`src/rtl/pipelined_arith.sv`:
```
// Pipelined signed add/sub/min/max with valid/ready flow control and overflow flag.
// Define PIPELINED_ARITH_SATURATE_EN to saturate add/sub on overflow instead of wrapping.
module pipelined_arith #(
    parameter int unsigned WIDTH  = 16,
    parameter int unsigned STAGES = 2
) (
    input  logic             clock,
    input  logic             reset,
    input  logic             io_in_valid,
    output logic             io_in_ready,
    input  logic [WIDTH-1:0] io_x,
    input  logic [WIDTH-1:0] io_y,
    input  logic [1:0]       io_op,
    output logic             io_out_valid,
    input  logic             io_out_ready,
    output logic [WIDTH-1:0] io_z,
    output logic             io_overflow
);

    localparam int unsigned EXT_W = WIDTH + 1;

    if (WIDTH < 2 || WIDTH > 64 || STAGES < 1 || STAGES > 4) begin : g_bad_param
        $error("pipelined_arith: illegal WIDTH=%0d or STAGES=%0d", WIDTH, STAGES);
    end

    logic                vld_q [STAGES];
    logic [WIDTH-1:0]    z_q   [STAGES];
    logic                ov_q  [STAGES];
    logic [STAGES-1:0]   vld_c;
    logic [STAGES-1:0]   adv_c;
    logic                in_fire_c;
    logic [EXT_W-1:0]    x_ext_c;
    logic [EXT_W-1:0]    y_ext_c;
    logic [EXT_W-1:0]    arith_c;
    logic [WIDTH-1:0]    res_c;
    logic                res_ov_c;

    // Result datapath: add/sub at WIDTH+1 bits; overflow when the two top bits disagree.
    always_comb begin
        x_ext_c  = {io_x[WIDTH-1], io_x};
        y_ext_c  = {io_y[WIDTH-1], io_y};
        arith_c  = '0;
        res_c    = '0;
        res_ov_c = 1'b0;
        case (io_op)
            2'd0, 2'd1: begin
                arith_c  = (io_op == 2'd0) ? (x_ext_c + y_ext_c) : (x_ext_c - y_ext_c);
                res_c    = arith_c[WIDTH-1:0];
                res_ov_c = arith_c[WIDTH] ^ arith_c[WIDTH-1];
`ifdef PIPELINED_ARITH_SATURATE_EN
                // The extra top bit carries the true sign, selecting the clamp direction.
                if (res_ov_c) begin
                    res_c = arith_c[WIDTH] ? {1'b1, {(WIDTH-1){1'b0}}}
                                           : {1'b0, {(WIDTH-1){1'b1}}};
                end
`endif
            end
            2'd2:    res_c = ($signed(io_x) < $signed(io_y)) ? io_x : io_y;
            default: res_c = ($signed(io_x) > $signed(io_y)) ? io_x : io_y;
        endcase
    end

    assign io_in_ready  = ~vld_c[0] | adv_c[0];
    assign in_fire_c    = io_in_valid & io_in_ready;
    assign io_out_valid = vld_q[STAGES-1];
    assign io_z         = z_q[STAGES-1];
    assign io_overflow  = ov_q[STAGES-1];

    for (genvar i = 0; i < int'(STAGES); i++) begin : g_stage
        assign vld_c[i] = vld_q[i];

        // A stage advances if any downstream stage is empty or the output transfers.
        if (i == int'(STAGES) - 1) begin : g_last
            assign adv_c[i] = vld_q[i] & io_out_ready;
        end else begin : g_mid
            assign adv_c[i] = vld_q[i] & (~(&vld_c[STAGES-1:i+1]) | io_out_ready);
        end

        if (i == 0) begin : g_first
            always_ff @(posedge clock) begin
                if (reset) begin
                    vld_q[i] <= 1'b0;
                    z_q[i]   <= '0;
                    ov_q[i]  <= 1'b0;
                end else if (in_fire_c) begin
                    vld_q[i] <= 1'b1;
                    z_q[i]   <= res_c;
                    ov_q[i]  <= res_ov_c;
                end else if (adv_c[i]) begin
                    vld_q[i] <= 1'b0;
                end
            end
        end else begin : g_next
            always_ff @(posedge clock) begin
                if (reset) begin
                    vld_q[i] <= 1'b0;
                    z_q[i]   <= '0;
                    ov_q[i]  <= 1'b0;
                end else if (adv_c[i-1]) begin
                    vld_q[i] <= 1'b1;
                    z_q[i]   <= z_q[i-1];
                    ov_q[i]  <= ov_q[i-1];
                end else if (adv_c[i]) begin
                    vld_q[i] <= 1'b0;
                end
            end
        end
    end

endmodule

```
`config.mk`:
```
export PLATFORM = sky130hd
export DESIGN_NAME = pipelined_arith
export DESIGN_NICKNAME = d
export VERILOG_FILES = /design/src/rtl/pipelined_arith.sv
export SDC_FILE = /design/constraint.sdc
export NUM_CORES = 1
export LEC_CHECK = 0
export CORE_MARGIN = 4
export CORE_UTILIZATION = 25
export CTS_BUF_LIST = sky130_fd_sc_hd__clkbuf_16
export CTS_CLUSTER_DIAMETER = 150
export DETAILED_ROUTE_END_ITERATION = 10
export GPL_TIMING_DRIVEN = 0
export HOLD_SLACK_MARGIN = 0.08
export REMOVE_ABC_BUFFERS = 1
export SLEW_MARGIN = 30
export SYNTH_ARGS = -nofsm -noshare
export SYNTH_HDL_FRONTEND = slang
export SYNTH_SLANG_ARGS = --single-unit
```
`constraint.sdc`:
```
create_clock -name clock -period 4.1 [get_ports clock]
set_input_delay 1.025 -clock clock [delete_from_list [all_inputs] [get_ports clock]]
set_output_delay 1.025 -clock clock [all_outputs]
set_load 0.005 [all_outputs]
```
## After elaboration in Yosys (flattened, before gate mapping)

Memory sizes are Yosys's and may differ from the RTL's.
Index checks and enable logic that the tools add are counted.
Widths: inputs -> output; s select.

- Reductions and logical operators: 2
- Eq/ne operators: 2
- Add/sub/neg operators: 2
- Bitwise operators: 16
- Muxes and demuxes: 28
- $lt $le $gt $ge: 2

Operator list:

| operator | count |
|---|---|
| $mux 16 | 4 |
| $pmux 16 s2 | 1 |
| $mux 1 | 22 |
| $add 16x16->17 | 1 |
| $mux 17 | 1 |
| $sub 16x16->17 | 1 |
| $gt 16x16->1 | 1 |
| $lt 16x16->1 | 1 |
| $or 1x1->1 | 10 |
| $and 1x1->1 | 3 |
| $eq 2x1->1 const B | 1 |
| $eq 2x2->1 const B | 1 |
| $logic_not 2->1 | 1 |
| $not 1->1 | 2 |
| $reduce_or 2->1 | 1 |
| $xor 1x1->1 | 1 |

- Memory bits (writable): 36
- Bits in registers: 0
- Memories: 3
- Input port bits: 38

Memories:

| memory | words | bits a word | read ports | clocked after Yosys merged registers in | wr ports | RTL line | source |
|---|---|---|---|---|---|---|---|
| z_q | 2 | 16 | 2 | 0 | 2 | 27 | `logic [WIDTH-1:0] z_q [STAGES];` |
| ov_q | 2 | 1 | 2 | 0 | 2 | 28 | `logic ov_q [STAGES];` |
| vld_q | 2 | 1 | 2 | 0 | 2 | 26 | `logic vld_q [STAGES];` |

## Longest topological paths before layout

- Depth after elaboration: 10
- Mapped depth: 13
- Gate-level depth less buffers: 11

## Worst setup path after synthesis

No wires, ideal clock.

- Kind: input -> register
- From: input io_y[3]
- To: memory z_q[0][9], data pin
- Data required time: 3.839 ns
- Stages on the path: 10
- Path slack: 0.781 ns
- Library setup time: 0.261 ns
- Arrival: 3.058 ns
- Buffers on the path: 1
- Cells stage by stage: inv_1 -> ha_1 -> o211ai_2 -> a21oi_2 -> nor4_4 -> o311ai_4 -> a21o_1 -> buf_6 -> mux2_1 -> a221o_1

RTL lines:

| what | RTL line | source |
|---|---|---|
| start: declaration | 12 | `input logic [WIDTH-1:0] io_y,` |
| end: declaration | 27 |  |

==> out/qor.txt <==
status - complete, no violations
io pins - 57
IO buf count - 56
number of synthesized flops with an enable pin - 36
final setup fails - 0
R2R Setup Slk - 1830 ps
Clk pin slew, worst setup/hold paths - 50 ps
crit path time final - 3912 ps
Initial DRC Count - 291
nets - 516
Pins Over Slew Limit - 0
fmax - 255.6 MHz
Seq/Total Area, Yosys - 30.02%
FP Rows - 43
max-cap viol count - 0
die area - 0.01639 mm2
DP Cell Count - 617
first-pass GRT wire length - 15,530 um
Final Cycle Share - 95.41%
routed wl met3 - 521 um
r2r endpoint - z_q[0][6]$_SDFFCE_PN0P_
TritonCTS clock tree - built
Final HPWL DP - 7522 um
antenna violations before repair - 0
Max VDD drop - 0.1619 mV
DR WL met2 - 4594 um
Mapped Area - 0.003601 mm2
hold_sp - z_q[0][7]$_SDFFCE_PN0P_
TritonRoute pass-1 iters - 4
Register Area - 0.001081 mm2
Hold Path End - z_q[1][7]$_SDFFCE_PN0P_
RSZ-0062 raised after global routing - no
Root Driver - clkbuf_16
Core Footprint - 0.01399 mm2
number of H-tree levels - 2
M1 WL - 4190 um
Reg-to-Reg Start - vld_q[1]$_SDFFCE_PN0P_
ys async rst share - 0%
Synth Area per Inst - 9.048 um2
Critical Path RT - 4110 ps
Clock Latency Late Sink - 270 ps
TritonCTS Buffers - 5
Multi-input gate area - 0.002273 mm2
vias in the first global route - 3,115
element type at the critical path end - register
crit-path max FO - 10
clk sink count - 36
global placement routability congestion - 0.8863
final hold viol count - 0
critical path arrival - 3920 ps
Vias - 3,153
Residual DRC - 0
Area Growth Syn to Fin - 22.06%
DR WL/cell - 15.03 um
Resized Gates After CTS - 1
largest net degree at the start of global routing - 27
Die W - 128.0 um
Top FF cell, synth - edfxtp_1
Die Height - 128.0 um
Setup CP Type - input pin to register
Finished Layout Cells - 625
hold buffers post-CTS - 0
drt total wl - 9392 um
# fillers - 1,476
post-CTS setup buffers - 0
count of cell types in the netlist - 68
Initial Util - 25.74%
Pwr Density - 285.9 mW/mm2
Clock Skew - 2.498 ps
n_diodes - 0
Cells after Synth - 398
Yosys warnings - 0
LEAKAGE - 1.765 nW
Core Util, Final - 31.42%
Slew @ Worst Pin - 758.8 ps
Pwr Total - 0.001256 W
Seq cells post-synth - 36
Antenna Nets Post-Route - 0
setup TNS - 0 ps
Slew HR - 49.23%
Tot GR Track Use - 11.47%
HP Class - register to register
Vias per Instance - 5.045
grt ovf - 0
Worst setup SP type - input pin
CTS max path bufs - 2
Worst R2R Path Depth - 7
top layer in use - met4
layout cell share with drive strength beyond 1 - 7.191%
hold depth - 1
Critical path origin - io_y[1]
registers in the layout (all words and copies together), names as in the netlist:
register / cells
ov_q: 2
z_q: 32
vld_q: 2
report_power, final:
group | internal, W | switching [W]
registers | 0.000450 | 0.00000867
logic | 0.000205 | 0.000254
clock network | 0.000218 | 0.000121
layer usage:
layer,track usage (%),vias up
met2,20.15,89
li1,-,1554
met3,1.875,8
met1,14.89,1502
met5,0,-
met4,2.247,0
metrics by stage:
| stage | hold slack (ps) | cell area [um2] | setup WS, ps |
|---|---|---|---|
| finish | 513.7 | 4395 | 188.2 |
| global route | 535.2 | 4395 | 2.699 |
| CTS | 518.4 | 4380 | 62.26 |
| detailed placement | 505.9 | 4243 | -392.7 |
| global placement | 501.0 | 4238 | -401.7 |
| floorplan | 496.7 | 3452 | 680.6 |
cells in the final DEF, fill, tap and decap left out, types with 6 or more instances in the layout:
| cell | n |
|---|---|
| xnor2_1 | 8 |
| inv_1 | 35 |
| mux2i_1 | 12 |
| o21ai_0 | 14 |
| clkdlybuf4s50_1 | 55 |
| nand3_1 | 16 |
| ha_1 | 29 |
| o22ai_1 | 6 |
| a21oi_1 | 33 |
| nand2_1 | 22 |
| nand2b_1 | 6 |
| edfxtp_1 | 36 |
| o211ai_1 | 9 |
| nor2_1 | 38 |
| and2_1 | 19 |
| a21o_1 | 6 |
worst max-delay path by stage:
| stage | to | depth (start not counted) |
|---|---|---|
| after floorplan | z_q[0][9]$_SDFFCE_PN0P_ | 9 |
| after detailed placement | z_q[0][7]$_SDFFCE_PN0P_ | 11 |
| final | z_q[0][9]$_SDFFCE_PN0P_ | 10 |
| after CTS | z_q[0][7]$_SDFFCE_PN0P_ | 11 |
| after global placement | z_q[0][11]$_SDFFCE_PN0P_ | 11 |
| after global routing | z_q[0][11]$_SDFFCE_PN0P_ | 10 |
worst max-delay path: stages:
cell	delay [ps]
clkdlybuf4s50_1	600
inv_1	120
ha_1	350
nand2b_1	110
a21oi_2	230
nor4_4	90
o311ai_4	400
a21o_4	280
mux2_1	340
a221o_1	360
cell usage after synthesis, types with 2 or more instances:
library cell | number | share of area, %
a211oi_1 | 4 | 0.83
a21o_1 | 7 | 1.5
a21oi_1 | 33 | 4.6
a22oi_1 | 5 | 1.0
a311oi_1 | 3 | 0.73
a31oi_1 | 3 | 0.52
and2_1 | 19 | 3.3
and3_1 | 2 | 0.35
buf_4 | 3 | 0.63
buf_6 | 7 | 2.2
clkbuf_1 | 4 | 0.42
clkbuf_8 | 2 | 0.76
edfxtp_1 | 36 | 30
fa_1 | 2 | 1.1
ha_1 | 32 | 11
inv_1 | 33 | 3.4
mux2_2 | 5 | 1.6
mux2i_1 | 12 | 3.3
nand2_1 | 22 | 2.3
nand2b_1 | 6 | 1.0
nand3_1 | 16 | 2.2
nand4_1 | 3 | 0.52
nor2_1 | 38 | 4.0
nor2b_1 | 4 | 0.69
nor3_1 | 5 | 0.69
nor4_1 | 2 | 0.35
o211a_1 | 2 | 0.56
o211ai_1 | 9 | 1.9
o21ai_0 | 14 | 1.9
o21bai_1 | 4 | 0.83
o221ai_1 | 5 | 1.2
o22ai_1 | 6 | 1.0
o31a_1 | 2 | 0.49
o31ai_1 | 2 | 0.42
o32ai_1 | 2 | 0.49
or3_2 | 2 | 0.42
or4_1 | 2 | 0.42
xnor2_1 | 8 | 1.9
xor2_1 | 3 | 0.73
area by class of cell:
cell class / instances / area share [%]
Sequential cell: 36 / 24.59
Multi-Input combinational cell: 312 / 51.72
Tap cell: 180 / 5.124
Clock inverter: 3 / 0.2562
Timing Repair Buffer: 56 / 12.64
Clock buffer: 5 / 2.847
Inverter: 33 / 2.818
cells by family after synthesis:
| logic type | after synthesis | share of synthesized area [%] |
|---|---|---|
| AOI/OAI and AO/OA | 118 | 23.04 |
| xor gates and xnor gates | 11 | 2.676 |
| adders and majority gates | 34 | 12.23 |
| buffers and inverters | 50 | 7.575 |
| DFF | 36 | 30.02 |
| muxes | 19 | 5.629 |
| and+or+nand+nor | 130 | 18.83 |
Note: power is estimated with default switching activity, not from simulation.
